--- src/rtl/sprite_table_writer_if.sv ---
// CPU-side store bus of the sprite attribute writer: halfword stores in,
// FIFO status (full / pending / sticky overflow) back to the CPU.
interface sprite_table_writer_if #(
  parameter int AW = 16
);
  logic          wr_en;
  logic          wr_half;
  logic [AW-1:0] wr_addr;
  logic [15:0]   wr_data;
  logic          clr_ovf;
  logic          full;
  logic          pending;
  logic          ovf;

  modport master (
    output wr_en, wr_half, wr_addr, wr_data, clr_ovf,
    input  full, pending, ovf
  );

  modport slave (
    input  wr_en, wr_half, wr_addr, wr_data, clr_ovf,
    output full, pending, ovf
  );
endinterface

--- src/rtl/sprite_table_writer.sv ---
// Pairs 16-bit CPU stores into 32-bit sprite attribute words, queues them and
// drains the queue into the sprite RAM write port only while vblank is high.
module sprite_table_writer #(
  parameter int DEPTH = 8,
  parameter int AW    = 16
) (
  input  logic                 clk,
  input  logic                 rst_n,
  input  logic                 vblank,
  sprite_table_writer_if.slave cpu,
  output logic                 ram_we,
  output logic [AW-1:0]        ram_addr,
  output logic [31:0]          ram_data
);

  localparam int PW = $clog2(DEPTH);

  typedef enum logic {IDLE, WRITE} state_t;

  state_t         state;
  state_t         nextState;
  logic [15:0]    lo;
  logic [AW+31:0] mem [DEPTH];
  logic [PW-1:0]  rdPtr;
  logic [PW-1:0]  wrPtr;
  logic [PW:0]    count;
  logic           ovfReg;
  logic           full;
  logic           commit;
  logic           push;
  logic           pop;

  // full comes from the registered count, so a pop in the same cycle never
  // makes room for a commit arriving alongside it.
  assign full   = (count == (PW+1)'(DEPTH));
  assign commit = cpu.wr_en && cpu.wr_half;
  assign push   = commit && !full;
  assign pop    = vblank && (count != '0);

  always_ff @(posedge clk or negedge rst_n) begin
    if (!rst_n) state <= IDLE;
    else        state <= nextState;
  end

  always_comb begin
    nextState = state;
    case (state)
      IDLE:  if (pop)  nextState = WRITE;
      WRITE: if (!pop) nextState = IDLE;
    endcase
  end

  always_comb begin
    ram_we = (state == WRITE);
  end

  always_ff @(posedge clk) begin
    if (push) mem[wrPtr] <= {cpu.wr_addr, cpu.wr_data, lo};
  end

  always_ff @(posedge clk or negedge rst_n) begin
    if (!rst_n) begin
      lo       <= '0;
      rdPtr    <= '0;
      wrPtr    <= '0;
      count    <= '0;
      ovfReg   <= 1'b0;
      ram_addr <= '0;
      ram_data <= '0;
    end else begin
      if (cpu.wr_en && !cpu.wr_half) lo <= cpu.wr_data;
      if (push) wrPtr <= wrPtr + 1'b1;
      if (pop) begin
        rdPtr                <= rdPtr + 1'b1;
        {ram_addr, ram_data} <= mem[rdPtr];
      end
      case ({push, pop})
        2'b10:   count <= count + 1'b1;
        2'b01:   count <= count - 1'b1;
        default: count <= count;
      endcase
      // A dropped commit in the same cycle as a clear keeps the flag set.
      if (commit && full)   ovfReg <= 1'b1;
      else if (cpu.clr_ovf) ovfReg <= 1'b0;
    end
  end

  assign cpu.full    = full;
  assign cpu.ovf     = ovfReg;
  assign cpu.pending = (count != '0) || ram_we;

endmodule

--- src/flat_wrapper.sv ---
// flat-port wrapper written by rule: the top's interface ports become plain ports
module sprite_table_writer_flat 
#(
  parameter int DEPTH = 8,
  parameter int AW    = 16
)
  (clk, rst_n, vblank, ram_we, ram_addr, ram_data, cpu_wr_en, cpu_wr_half, cpu_wr_addr, cpu_wr_data, cpu_clr_ovf, cpu_full, cpu_pending, cpu_ovf);
  sprite_table_writer_if #(.AW(AW)) cpu_i ();
  input  logic clk;
  input  logic rst_n;
  input  logic vblank;
  output logic ram_we;
  output logic [AW-1:0] ram_addr;
  output logic [31:0] ram_data;
  input wire logic [$bits(cpu_i.wr_en)-1:0] cpu_wr_en;
  input wire logic [$bits(cpu_i.wr_half)-1:0] cpu_wr_half;
  input wire logic [$bits(cpu_i.wr_addr)-1:0] cpu_wr_addr;
  input wire logic [$bits(cpu_i.wr_data)-1:0] cpu_wr_data;
  input wire logic [$bits(cpu_i.clr_ovf)-1:0] cpu_clr_ovf;
  output wire logic [$bits(cpu_i.full)-1:0] cpu_full;
  output wire logic [$bits(cpu_i.pending)-1:0] cpu_pending;
  output wire logic [$bits(cpu_i.ovf)-1:0] cpu_ovf;
  assign cpu_i.wr_en = cpu_wr_en;
  assign cpu_i.wr_half = cpu_wr_half;
  assign cpu_i.wr_addr = cpu_wr_addr;
  assign cpu_i.wr_data = cpu_wr_data;
  assign cpu_i.clr_ovf = cpu_clr_ovf;
  assign cpu_full = cpu_i.full;
  assign cpu_pending = cpu_i.pending;
  assign cpu_ovf = cpu_i.ovf;
  sprite_table_writer #(.DEPTH(DEPTH), .AW(AW)) u_core (.clk(clk), .rst_n(rst_n), .vblank(vblank), .cpu(cpu_i), .ram_we(ram_we), .ram_addr(ram_addr), .ram_data(ram_data));
endmodule
--- config.mk ---
export PLATFORM = sky130hd
export DESIGN_NAME = sprite_table_writer_flat
export DESIGN_NICKNAME = d
export VERILOG_FILES = /design/src/rtl/sprite_table_writer_if.sv /design/src/rtl/sprite_table_writer.sv /design/src/flat_wrapper.sv
export SDC_FILE = /design/constraint.sdc
export NUM_CORES = 1
export LEC_CHECK = 0
export BUFFER_PORTS_ARGS = -buffer_cell sky130_fd_sc_hd__buf_2
export CAP_MARGIN = 20
export CORE_MARGIN = 4
export CORE_UTILIZATION = 60
export CTS_CLUSTER_DIAMETER = 200
export DETAILED_ROUTE_END_ITERATION = 6
export PLACE_DENSITY = 0.88
export RECOVER_POWER = 25
export SKIP_LAST_GASP = 1
export SLEW_MARGIN = 15
export SYNTH_ARGS = -nofsm -noshare
export SYNTH_HDL_FRONTEND = slang
export SYNTH_SLANG_ARGS = --single-unit
--- constraint.sdc ---
create_clock -name clk -period 6.35 [get_ports clk]
set_clock_uncertainty 0.1 [all_clocks]
set_input_delay 1.5875 -clock clk [delete_from_list [all_inputs] [get_ports clk]]
set_output_delay 1.5875 -clock clk [all_outputs]
set_load 0.05 [all_outputs]
# ---- Yosys cells after proc, flatten, opt, wreduce, memory -nomap -nowiden
# Memories as Yosys holds them, arrays and structs flattened. A register that Yosys moved wholly into a read port is not among the register bits.
# Index checks and enable logic that the tools add are counted.
dict set report totals {
  register_bits 28
  mem_bits_rw 384
  in_bits 38
  out_inout_bits 52
  mem_count 1
}
# name words width rd rd_clocked_by_memory_dff write_ports line_no
set memory_table {}
lappend memory_table {u_core.mem 8 48 1 1 1 sprite_table_writer.sv:23} ;# logic [AW+31:0] mem [DEPTH];
dict set report classes {
  add_sub_neg 4
  eq_ne 3
  mux 6
  reduce_logical 12
}
# cell count
set ops {}
lappend ops {{$pmux W4 S2} 1}
lappend ops {{$add A3 B1 Y3 const B} 2}
lappend ops {{$logic_and A1 B1 Y1} 5}
lappend ops {{$mux W1} 5}
lappend ops {{$add A4 B1 Y4 const B} 1}
lappend ops {{$eq A4 B4 Y1 const B} 1}
lappend ops {{$reduce_bool A2 Y1} 2}
lappend ops {{$reduce_bool A4 Y1} 1}
lappend ops {{$sub A4 B1 Y4 const B} 1}
lappend ops {{$logic_not A1 Y1} 3}
lappend ops {{$eq A2 B1 Y1 const B} 1}
lappend ops {{$eq A2 B2 Y1 const B} 1}
lappend ops {{$logic_or A1 B1 Y1} 1}

# ---- Logic depth before layout (Yosys ltp)
# Gate-level depths: netlist of run 1.
dict set report depth {
  depth_word 5
  mapped_depth 11
  ltp_nobuf 10
}

# ---- Worst setup path after synthesis of run 1
# OpenSTA, ideal clock, no wires.
dict set report synth_timing {
  path_type {in2reg}
  startpoint {input port cpu_wr_en}
  endpoint {memory u_core.mem[0][0] in the netlist's numbering (enable)}
  t_arrival_ns 5.310
  required_ns 5.737
  slack_ns 0.427
  cell_stages 3
  path_buffers 0
  path_cell_list {nand2_1 or3_1 nor3_1}
}
dict set report synth_via {
  elab_chain_len 4
}
# item line_no
set synth_rtl {}
lappend synth_rtl {{start, declared} flat_wrapper.sv:15} ;# input wire logic [$bits(cpu_i.wr_en)-1:0] cpu_wr_en;
lappend synth_rtl {{$logic_and A1 B1 Y1} sprite_table_writer.sv:36} ;# assign commit = cpu.wr_en && cpu.wr_half;
lappend synth_rtl {{$logic_and A1 B1 Y1} sprite_table_writer.sv:37} ;# assign push = commit && !full;
lappend synth_rtl {{$mux W1} sprite_table_writer.sv:58} ;# if (push) mem[wrPtr] <= {cpu.wr_addr, cpu.wr_data, lo};
lappend synth_rtl {{$mux W1 (implied by the code)} sprite_table_writer.sv:58}
lappend synth_rtl {{end, declared} sprite_table_writer.sv:23}
# No other way between the ends.

# ---- Worst setup path after layout of run 1
dict set report layout_timing {
  startpoint {register u_core.count[1]}
  endpoint {output port cpu_pending}
}
dict set report layout_via {
  elab_chain_len 2
}
# item line_no
set layout_rtl {}
lappend layout_rtl {{start, declared} sprite_table_writer.sv:26} ;# logic [PW:0] count;
lappend layout_rtl {{start signal, assigned} sprite_table_writer.sv:78} ;# 2'b10: count <= count + 1'b1;
lappend layout_rtl {{start signal, assigned} sprite_table_writer.sv:79} ;# 2'b01: count <= count - 1'b1;
lappend layout_rtl {{start signal, assigned} sprite_table_writer.sv:80} ;# default: count <= count;
lappend layout_rtl {{$reduce_bool A4 Y1} sprite_table_writer.sv:90} ;# assign cpu.pending = (count != '0) || ram_we;
lappend layout_rtl {{$logic_or A1 B1 Y1} sprite_table_writer.sv:90}
lappend layout_rtl {{end, declared} flat_wrapper.sv:21} ;# output wire logic [$bits(cpu_i.pending)-1:0] cpu_pending;
# No other way between the ends.

==> results of run 1 <==
[final timing paths]
path / endpoint / startpoint / slack, ns
worst max register to register: u_core.count[2] / u_core.count[1] / 3.18
worst min register to register: u_core.ram_data[22] / u_core.ram_data[22] / 0.38
worst max-delay path: cpu_pending / u_core.count[1] / 2.81
worst min-delay path: u_core.ram_data[22] / u_core.ram_data[22] / 0.38
min in group asynchronous: u_core.ram_data[30] / rst_n / 0.93
max in group asynchronous: u_core.rdPtr[0] / rst_n / 4.23
[per-stage QoR]
| step | hold WS, ns | area [um2] | power (W) |
|---|---|---|---|
| floorplan | 0.370 | 18100 | 0.00643 |
| global placement | 0.365 | 18900 | 0.00701 |
| detailed placement | 0.370 | 18900 | 0.00712 |
| CTS | 0.383 | 20300 | 0.00976 |
| global route | 0.403 | 20400 | 0.0101 |
| finish | 0.376 | 20400 | 0.00972 |
[routing by layer]
layer / GRT usage / vias to the layer above
li1: - / 4057
met1: 0.296 / 4694
met2: 0.383 / 335
met3: 0.0391 / 67
met4: 0.0724 / 2
met5: 0 / -
[state kept, by name (all words and copies together) (netlist names)]
register         count
u_core.ram_we        1
u_core.cpu.ovf       1
u_core.mem         384
u_core.wrPtr         3
u_core.ram_data     32
u_core.count         4
u_core.rdPtr         3
u_core.ram_addr     16
u_core.lo           16
[cells by family after synthesis]
group,Yosys count,share of synthesized area
XOR/XNOR,8,0.00387
flip-flops,460,0.742
adder cells (fa/ha/maj),5,0.00345
multiplexers,210,0.130
AO/OA/AOI/OAI,148,0.0761
buffers and inverters,58,0.0236
AND/OR/NAND/NOR,86,0.0213
[tightest hold or removal path: cells and delay by family (launching register included)]
kind	cells	cell delay [ns]
flip-flops	1	0.33
AO/OA/AOI/OAI	1	0.06
AND/OR/NAND/NOR	1	0.05
[cells in the final DEF, fill, tap and decap left out, types with 3 or more instances in the layout]
cell / netlist / routed
edfxtp_1: 384 / 384
mux2i_1: 96 / 96
mux2_2: 77 / 77
dfrtp_1: 76 / 75
buf_2: 20 / 71
nand2_1: 58 / 57
o21ai_1: 48 / 48
clkbuf_16: 0 / 47
mux2_4: 30 / 30
o221ai_2: 30 / 30
clkbuf_1: 8 / 30
a22oi_2: 29 / 29
o22ai_1: 18 / 18
a221o_1: 18 / 18
buf_4: 7 / 17
clkinv_2: 0 / 11
nor2_4: 0 / 7
mux2_1: 7 / 7
xnor2_1: 5 / 5
ha_1: 5 / 5
bufinv_16: 0 / 4
clkinv_1: 0 / 4
inv_1: 3 / 3
xor2_1: 3 / 3
nand2b_1: 5 / 3
buf_12: 1 / 3
[power by group]
part	internal [W]	switching, W	total (W)
Combinational	0.00111	0.00195	0.00306
Sequential	0.00371	0.000322	0.00403
Clock	0.00155	0.00108	0.00263
Total	0.00637	0.00335	0.00972
[area by class of cell]
type	instances	area, um2	area share
clock buffer	62	1250	0.0614
clock inverter	21	208	0.0102
inverter	3	11.3	0.000552
multi-input combinational	457	4350	0.213
sequential	460	13400	0.658
tap	390	488	0.0239
timing repair buffer	110	662	0.0324
==> impl_metrics.tcl, run 1 <==
set metrics [dict create \
    rsz0062_at_grt "false" \
    synthFlopType "edfxtp_1" \
    worst_path_largest_cell_delay_ns 0.48 \
    maxSlewHeadroom 0.252 \
    gp_congestion 0.771 \
    synth.area.top_cells "edfxtp_1 64%, dfrtp_1 10%, mux2i_1 5.3%, mux2_2 4.8%, mux2_4 2.5%" \
    root_buffer "clkbuf_16" \
    avgSynthCellArea_um2 18.6 \
    clk_pin_slew_worst_paths_ns 0.06 \
    synth_top_area_cell "edfxtp_1" \
    wl_met2_um 19100 \
    post-dp-hpwl_um 20200 \
    crit_chain "nor4_1 -> or2b_1 -> buf_2" \
    drc 0 \
    min_path_type "flip-flop to flip-flop" \
    synthCells 975 \
    cts.htree.levels 2 \
    ys_ff_latch 460 \
    vias_per_cell 6.09 \
    cp-end-kind "output pin" \
    start_util 0.610 \
    wl_um 37100 \
    post_drt_wl_per_cell_um 24.7 \
    ctsResizeCount 0 \
    crit_fanout 7 \
    ys_types 39 \
    wl_met1_um 14900 \
    yosysMostFrequentCell "edfxtp_1" \
    cp.depth 3 \
    report.final.slew_viol_count 0 \
    worst-path-buf-inv 1 \
    clock_latency_ns 0.55 \
    clock-sinks 460 \
    ff2ff_path_depth 11 \
    final.min_clock_period_ns 3.54 \
    cts_setup_buffers 0 \
    power_density_nw_per_um2 476 \
    cts.path.max_buffers 3 \
    chipWidth_um 182 \
    p_leak_nw 7.25 \
    final_antenna_net_count 0 \
    critical_path.top_delay_family "simple AND/OR/NAND/NOR gates" \
    cp.arrival_ns 1.85 \
    diodes 0 \
    synth-edff-count 384 \
    dp_cells 1415 \
    tritoncts "built" \
    synth_fp_nets 1018 \
    synthesis.area_um2 18100 \
    pre_cts_ws_ns 2.16 \
    dr.max_layer_used "met5" \
    core_area_um2 29700 \
    finalSetupTns_ns 0 \
    clock.fmax_ghz 0.283 \
    stdcell_count 1503 \
    grtUsageTotal 0.224 \
    ys_top_cells_by_count "384 x edfxtp_1, 96 x mux2i_1, 77 x mux2_2" \
    setup_viol 0 \
    grt_pass1_wl_um 57200 \
    status "finished, final reports clean" \
    cts_buffers 45 \
    ios 90 \
    vdd_ir_drop_max_uv 415 \
    rows 63 \
    fill_cells 1791 \
    grt_pass1_vias 9861 \
    netlist.area_leader.share 0.637 \
    area_growth_pct 12.7 \
    ys_seq_area_frac 0.742 \
    io_buffers 89 \
    grt_overflow 0 \
    grt_max_degree 100 \
    grt_antenna_before_repair 1 \
    hold_depth 2 \
    fin_ws_ns 2.81 \
    drt_iter0_drc 755 \
    slowest_stage "dfrtp_1" \
    synthArstFlopShare 0.165 \
    critPathKind "flip-flop to output pin" \
    dieHeight_um 182 \
    firstDrtPassIters 5 \
    post-route-period-util 0.557 \
    hold_violations 0 \
    fin_nets 1120 \
    dr_wl_met3_um 2230 \
    cp-start-kind "flip-flop" \
    vias 9155 \
    die_area_um2 33000 \
    final_util 0.687 \
    yosys_warnings 0 \
    cap_violations 0 \
    worstPathRequired_ns 4.66 \
    tightest_slew_ns 1.12 \
    layout-drive-gt1-share 0.306 \
    hold_buffers 0 \
]
No activity file was read; power rests on OpenSTA's default activity.
==> run 2: changes to the inputs <==
Clock period 6.35 ns to 3.3 ns, I/O delays scaled along.
==> run 2 against run 1 <==
  * Sequential cell count is the same
  * Non-clock buffer count rose by 6
  * Largest power group unchanged
  * Clock-buffer cell count decreased by 7
  * Cell count rose by 0.20%
  * Worst hold slack better by 0.0024 ns
  * Via count increased by 1.0%
  * The flow now finishes with violations (capacitance limit, slew limit)
  * Register-to-register slack got worse by 2.4 ns
  * Sequential share of layout area down 0.089 points
  * Setup slack got worse by 2.3 ns
==> impl_metrics.tcl, run 2 (same netlist as run 1, synthesis figures left out) <==
set metrics [dict create \
    status "finished, violations left" \
    violations "capacitance limit, slew limit" \
    layout_commonest_cell "edfxtp_1" \
    cp-end-kind "output pin" \
    clock-sinks 460 \
    grt_max_degree 58 \
    pre_cts_ws_ns 0.593 \
    firstDrtPassIters 5 \
    io_buffers 89 \
    largest-register "u_core.mem" \
    rows 63 \
    root_buffer "clkbuf_16" \
    core_area_um2 29700 \
    final_antenna_net_count 0 \
    clk_pin_slew_worst_paths_ns 0.06 \
    cts.htree.levels 2 \
    vdd_ir_drop_max_uv 706 \
    power_w 0.0185 \
    dieHeight_um 182 \
    hold_violations 0 \
    die_area_um2 33000 \
    ctsResizeCount 0 \
    start_util 0.610 \
    fin_ws_ns 0.542 \
    worstPathRequired_ns 2.37 \
    report.final.slew_viol_count 33 \
    layout_common_cells "384 x edfxtp_1, 96 x mux2i_1, 77 x mux2_2, 75 x dfrtp_1, 59 x buf_2" \
    post-dp-hpwl_um 19300 \
    critPathKind "flip-flop to output pin" \
    largest_reg_flops 384 \
    grt_pass1_wl_um 56000 \
    clock_latency_ns 0.54 \
    drt_iter0_drc 829 \
    fin_nets 1124 \
    cts_setup_buffers 0 \
    cts_buffers 43 \
    tritoncts "built" \
    cp.arrival_ns 1.83 \
    ios 90 \
    crit_fanout 7 \
    post_drt_wl_per_cell_um 23.8 \
    chipWidth_um 182 \
    grtUsageTotal 0.218 \
    fill_cells 1753 \
    setup_viol 0 \
    vias_per_cell 6.14 \
    post-route-period-util 0.836 \
    layout-drive-gt1-share 0.300 \
    grt_pass1_vias 9866 \
    gp_congestion 0.786 \
    grt_antenna_before_repair 3 \
    cts.path.max_buffers 3 \
    diodes 0 \
    clock.fmax_ghz 0.363 \
    drc 0 \
    min_path_type "primary input to flip-flop" \
    area_growth_pct 12.8 \
    cp-start-kind "flip-flop" \
    grt_overflow 0 \
    tightest_slew_ns 2.15 \
    final.min_clock_period_ns 2.76 \
    vias 9251 \
    reg.largest.list "u_core.mem x384, u_core.ram_data x32" \
    p_leak_nw 7.20 \
    cap_violations 1 \
    maxSlewHeadroom -0.436 \
    hold_buffers 0 \
    rsz0062_at_grt "false" \
    wl_um 35900 \
    power_density_nw_per_um2 904 \
]
==> run 2: cell count changes in the layout (fill, tap and decap cells not counted), moves of 3 or more <==
| cell | delta |
|---|---|
| buf_12 | +9 |
| buf_2 | -12 |
| clkbuf_16 | -4 |
| clkinv_1 | +3 |
| clkinvlp_4 | +7 |
| clkbuf_8 | +4 |
| clkinv_2 | -5 |
| clkbuf_1 | +6 |
==> run 2: critical path, cell delays in order, from the launching register on <==
cell	delay, ns
dfrtp_1	0.48
nor4_1	0.36
or2b_1	0.26
buf_2	0.21
==> run 2: final timing paths <==
path | start | end | slack [ns] | depth (start not counted)
min in group asynchronous | rst_n | u_core.ram_data[30] | 0.81 | 1
max | u_core.count[0] | cpu_pending | 0.54 | 3
max reg2reg | u_core.count[0] | u_core.count[2] | 0.76 | 10
max in group asynchronous | rst_n | u_core.rdPtr[0] | 0.76 | 1
min reg2reg | u_core.ram_data[3] | u_core.ram_data[3] | 0.38 | 2
min | cpu_clr_ovf | u_core.cpu.ovf | 0.38 | 2
==> run 2: layer usage <==
layer | wire length, um | vias to the layer above | track usage
li1 | - | 4064 | -
met1 | 14400 | 4717 | 0.291
met2 | 17900 | 372 | 0.361
met3 | 2500 | 92 | 0.0443
met4 | 1100 | 6 | 0.0778
met5 | 43 | - | 0
==> run 2: through the flow <==
step | area, um2 | utilization | instances | TNS (ns) | hold WS [ns]
final | 20400 | 0.688 | 1506 | 0 | 0.378
after global routing | 20400 | 0.688 | 1506 | 0 | 0.382
after CTS | 20500 | 0.689 | 1506 | 0 | 0.165
after detailed placement | 19100 | 0.643 | 1426 | 0 | 0.373
after global placement | 19100 | 0.643 | 1426 | 0 | 0.364
after floorplan | 18100 | - | 975 | -74.35 | 0.370
==> run 2: layout make-up <==
type,instances,area (um2),area share
flip-flops and latches,460,13400,0.658
repair buffers,116,761,0.0372
multi-input cells,457,4360,0.213
clock buffers,55,1180,0.0578
clock inverters,25,195,0.00955
inverters,3,11.3,0.000551
well taps,390,488,0.0239
==> run 2: report_power, final <==
| part | internal [W] | switching (W) | leakage (nW) | total [W] |
|---|---|---|---|---|
| logic | 0.00221 | 0.00384 | 2.17 | 0.00605 |
| registers | 0.00713 | 0.000517 | 4.37 | 0.00765 |
| clock network | 0.00270 | 0.00207 | 0.657 | 0.00477 |
==> run 3: changes to the inputs <==
Clock period 3.3 ns to 2.8 ns, I/O delays scaled along.
==> run 3 against run 2 <==
  * The flow now finishes without violations
  * Largest cell class unchanged
  * Critical endpoint unchanged
  * Setup slack got worse by 0.46 ns
  * Sequential power rose by 18%
  * First-iteration DRC count rose by 10%
  * Total power rose by 21%
  * Non-clock buffer count fell by 2
==> impl_metrics.tcl, run 3 (same netlist as run 1, synthesis figures left out) <==
set metrics [dict create \
    root_buffer "clkbuf_16" \
    tightest_slew_ns 0.674 \
    crit_fanout 7 \
    post-route-period-util 0.970 \
    final.min_clock_period_ns 2.72 \
    final_antenna_net_count 0 \
    grt_overflow 0 \
    cap_violations 0 \
    r2r_start "u_core.count[1]" \
    cts_buffers 44 \
    met3_usage 0.0375 \
    vdd_ir_drop_max_uv 757 \
    layout_common_cells "384 x edfxtp_1, 96 x mux2i_1, 77 x mux2_2, 75 x dfrtp_1, 57 x buf_2" \
    chipWidth_um 182 \
    start_util 0.610 \
    firstDrtPassIters 5 \
    vias_per_cell 6.15 \
    gp_congestion 0.774 \
    rows 63 \
    die_area_um2 33000 \
    cts_setup_buffers 0 \
    wl_um 36600 \
    timing.rr.end "u_core.count[2]" \
    dieHeight_um 182 \
    io_buffers 89 \
    ctsResizeCount 0 \
    grt_max_degree 54 \
    p_leak_nw 7.29 \
    clock-sinks 460 \
    rrSetupSlack_ns 0.14 \
    post_drt_wl_per_cell_um 24.3 \
    diodes 0 \
    ios 90 \
    largest_reg_flops 384 \
    reg.largest.list "u_core.mem x384, u_core.ram_data x32" \
    core_area_um2 29700 \
    grt.busiest_layer "met2" \
    largest-register "u_core.mem" \
    tritoncts "built" \
    fill_cells 1743 \
    cts.htree.levels 2 \
    layout-drive-gt1-share 0.302 \
    stdcell_count 1506 \
    layout_commonest_cell "edfxtp_1" \
    setup_viol 0 \
    drt_iter0_drc 913 \
    hold_violations 0 \
    worstPathRequired_ns 2.00 \
    vias 9261 \
    cts.path.max_buffers 3 \
    grt_pass1_wl_um 57500 \
    drc 0 \
    min_path_type "primary input to async pin" \
    maxSlewHeadroom 0.551 \
    grt_antenna_before_repair 1 \
    cp-start-kind "flip-flop" \
    fin_nets 1123 \
    postLayoutCellArea_um2 20600 \
    finalSetupTns_ns 0 \
    area_growth_pct 13.7 \
    rsz0062_at_grt "false" \
    report.final.slew_viol_count 0 \
    cp-end-kind "output pin" \
    clk_pin_slew_worst_paths_ns 0.06 \
    post-dp-hpwl_um 19500 \
    startpoint "u_core.count[1]" \
    critPathKind "flip-flop to output pin" \
    gr-usage-met2 0.366 \
    dp_cells 1424 \
    grtUsageTotal 0.223 \
    clock.fmax_ghz 0.368 \
    crit_end "cpu_pending" \
    ff2ff_path_depth 10 \
    grt_util_met1 0.313 \
    power_density_nw_per_um2 1090 \
    clock_latency_ns 0.54 \
    status "finished, final reports clean" \
    cp.arrival_ns 1.92 \
    placed_area_um2 19100 \
    hold_buffers 0 \
    grt_pass1_vias 9918 \
]
## run 3: cell types whose count changed in the layout (fill, tap and decap cells not counted), sizes merged
cell | before | now
clkbuf | 85 | 88
bufinv | 2 | 7
clkinv | 13 | 15
clkinvlp | 7 | 1
inv | 6 | 5
buf | 86 | 83
## run 3: metal layers
| layer | wire [um] | share of wire |
|---|---|---|
| met1 | 14800 | 0.40 |
| met2 | 18200 | 0.50 |
| met3 | 2790 | 0.076 |
| met4 | 901 | 0.025 |
| met5 | 8 | 0.00022 |
## run 3: final cells by class
| class | instances | area (um2) | share of cell area |
|---|---|---|---|
| flip-flops and latches | 460 | 13400 | 0.652 |
| multi-input cells | 457 | 4380 | 0.212 |
| clock buffers | 57 | 1210 | 0.0588 |
| repair buffers | 114 | 772 | 0.0375 |
| well taps | 390 | 488 | 0.0237 |
| clock inverters | 25 | 304 | 0.0148 |
| inverters | 3 | 11.3 | 0.000547 |
## run 3: worst min-delay path by stage
stage | startpoint | endpoint | slack (ns) | depth (start not counted)
6_report | rst_n | u_core.ram_addr[10] | 0.1 | 1
5_1_grt | rst_n | u_core.ram_addr[10] | 0.14 | 1
4_1_cts | rst_n | u_core.ram_addr[10] | 0.11 | 1
3_5_place_dp | u_core.ram_addr[0] | u_core.ram_addr[0] | 0.37 | 2
3_3_place_gp | u_core.ram_data[31] | u_core.ram_data[31] | 0.36 | 2
2_1_floorplan | rst_n | u_core.count[0] | 0.30 | 0
## run 3: worst max-delay path, cell delays in order, from the launching register on
cell	delay (ns)
dfrtp_1	0.47
nor4_1	0.45
or2b_1	0.26
buf_2	0.21
## run 3: per-stage QoR
step                power [W]  utilization  hold WS, ns  setup slack, ns
finish                 0.0224        0.693       0.0969           0.0829
global route           0.0233        0.693        0.144          0.00202
CTS                    0.0225        0.694        0.113           0.0548
detailed placement     0.0163        0.644        0.370            0.149
global placement       0.0161        0.644        0.363            0.267
floorplan              0.0146            -        0.304           -0.100
## run 3: power by group
group	internal, W	leakage (nW)	switching (W)	total, W
clock network	0.00371	0.748	0.00245	0.00616
registers	0.00841	4.37	0.000597	0.00900
logic	0.00264	2.17	0.00458	0.00721
total	0.0148	7.29	0.00762	0.0224
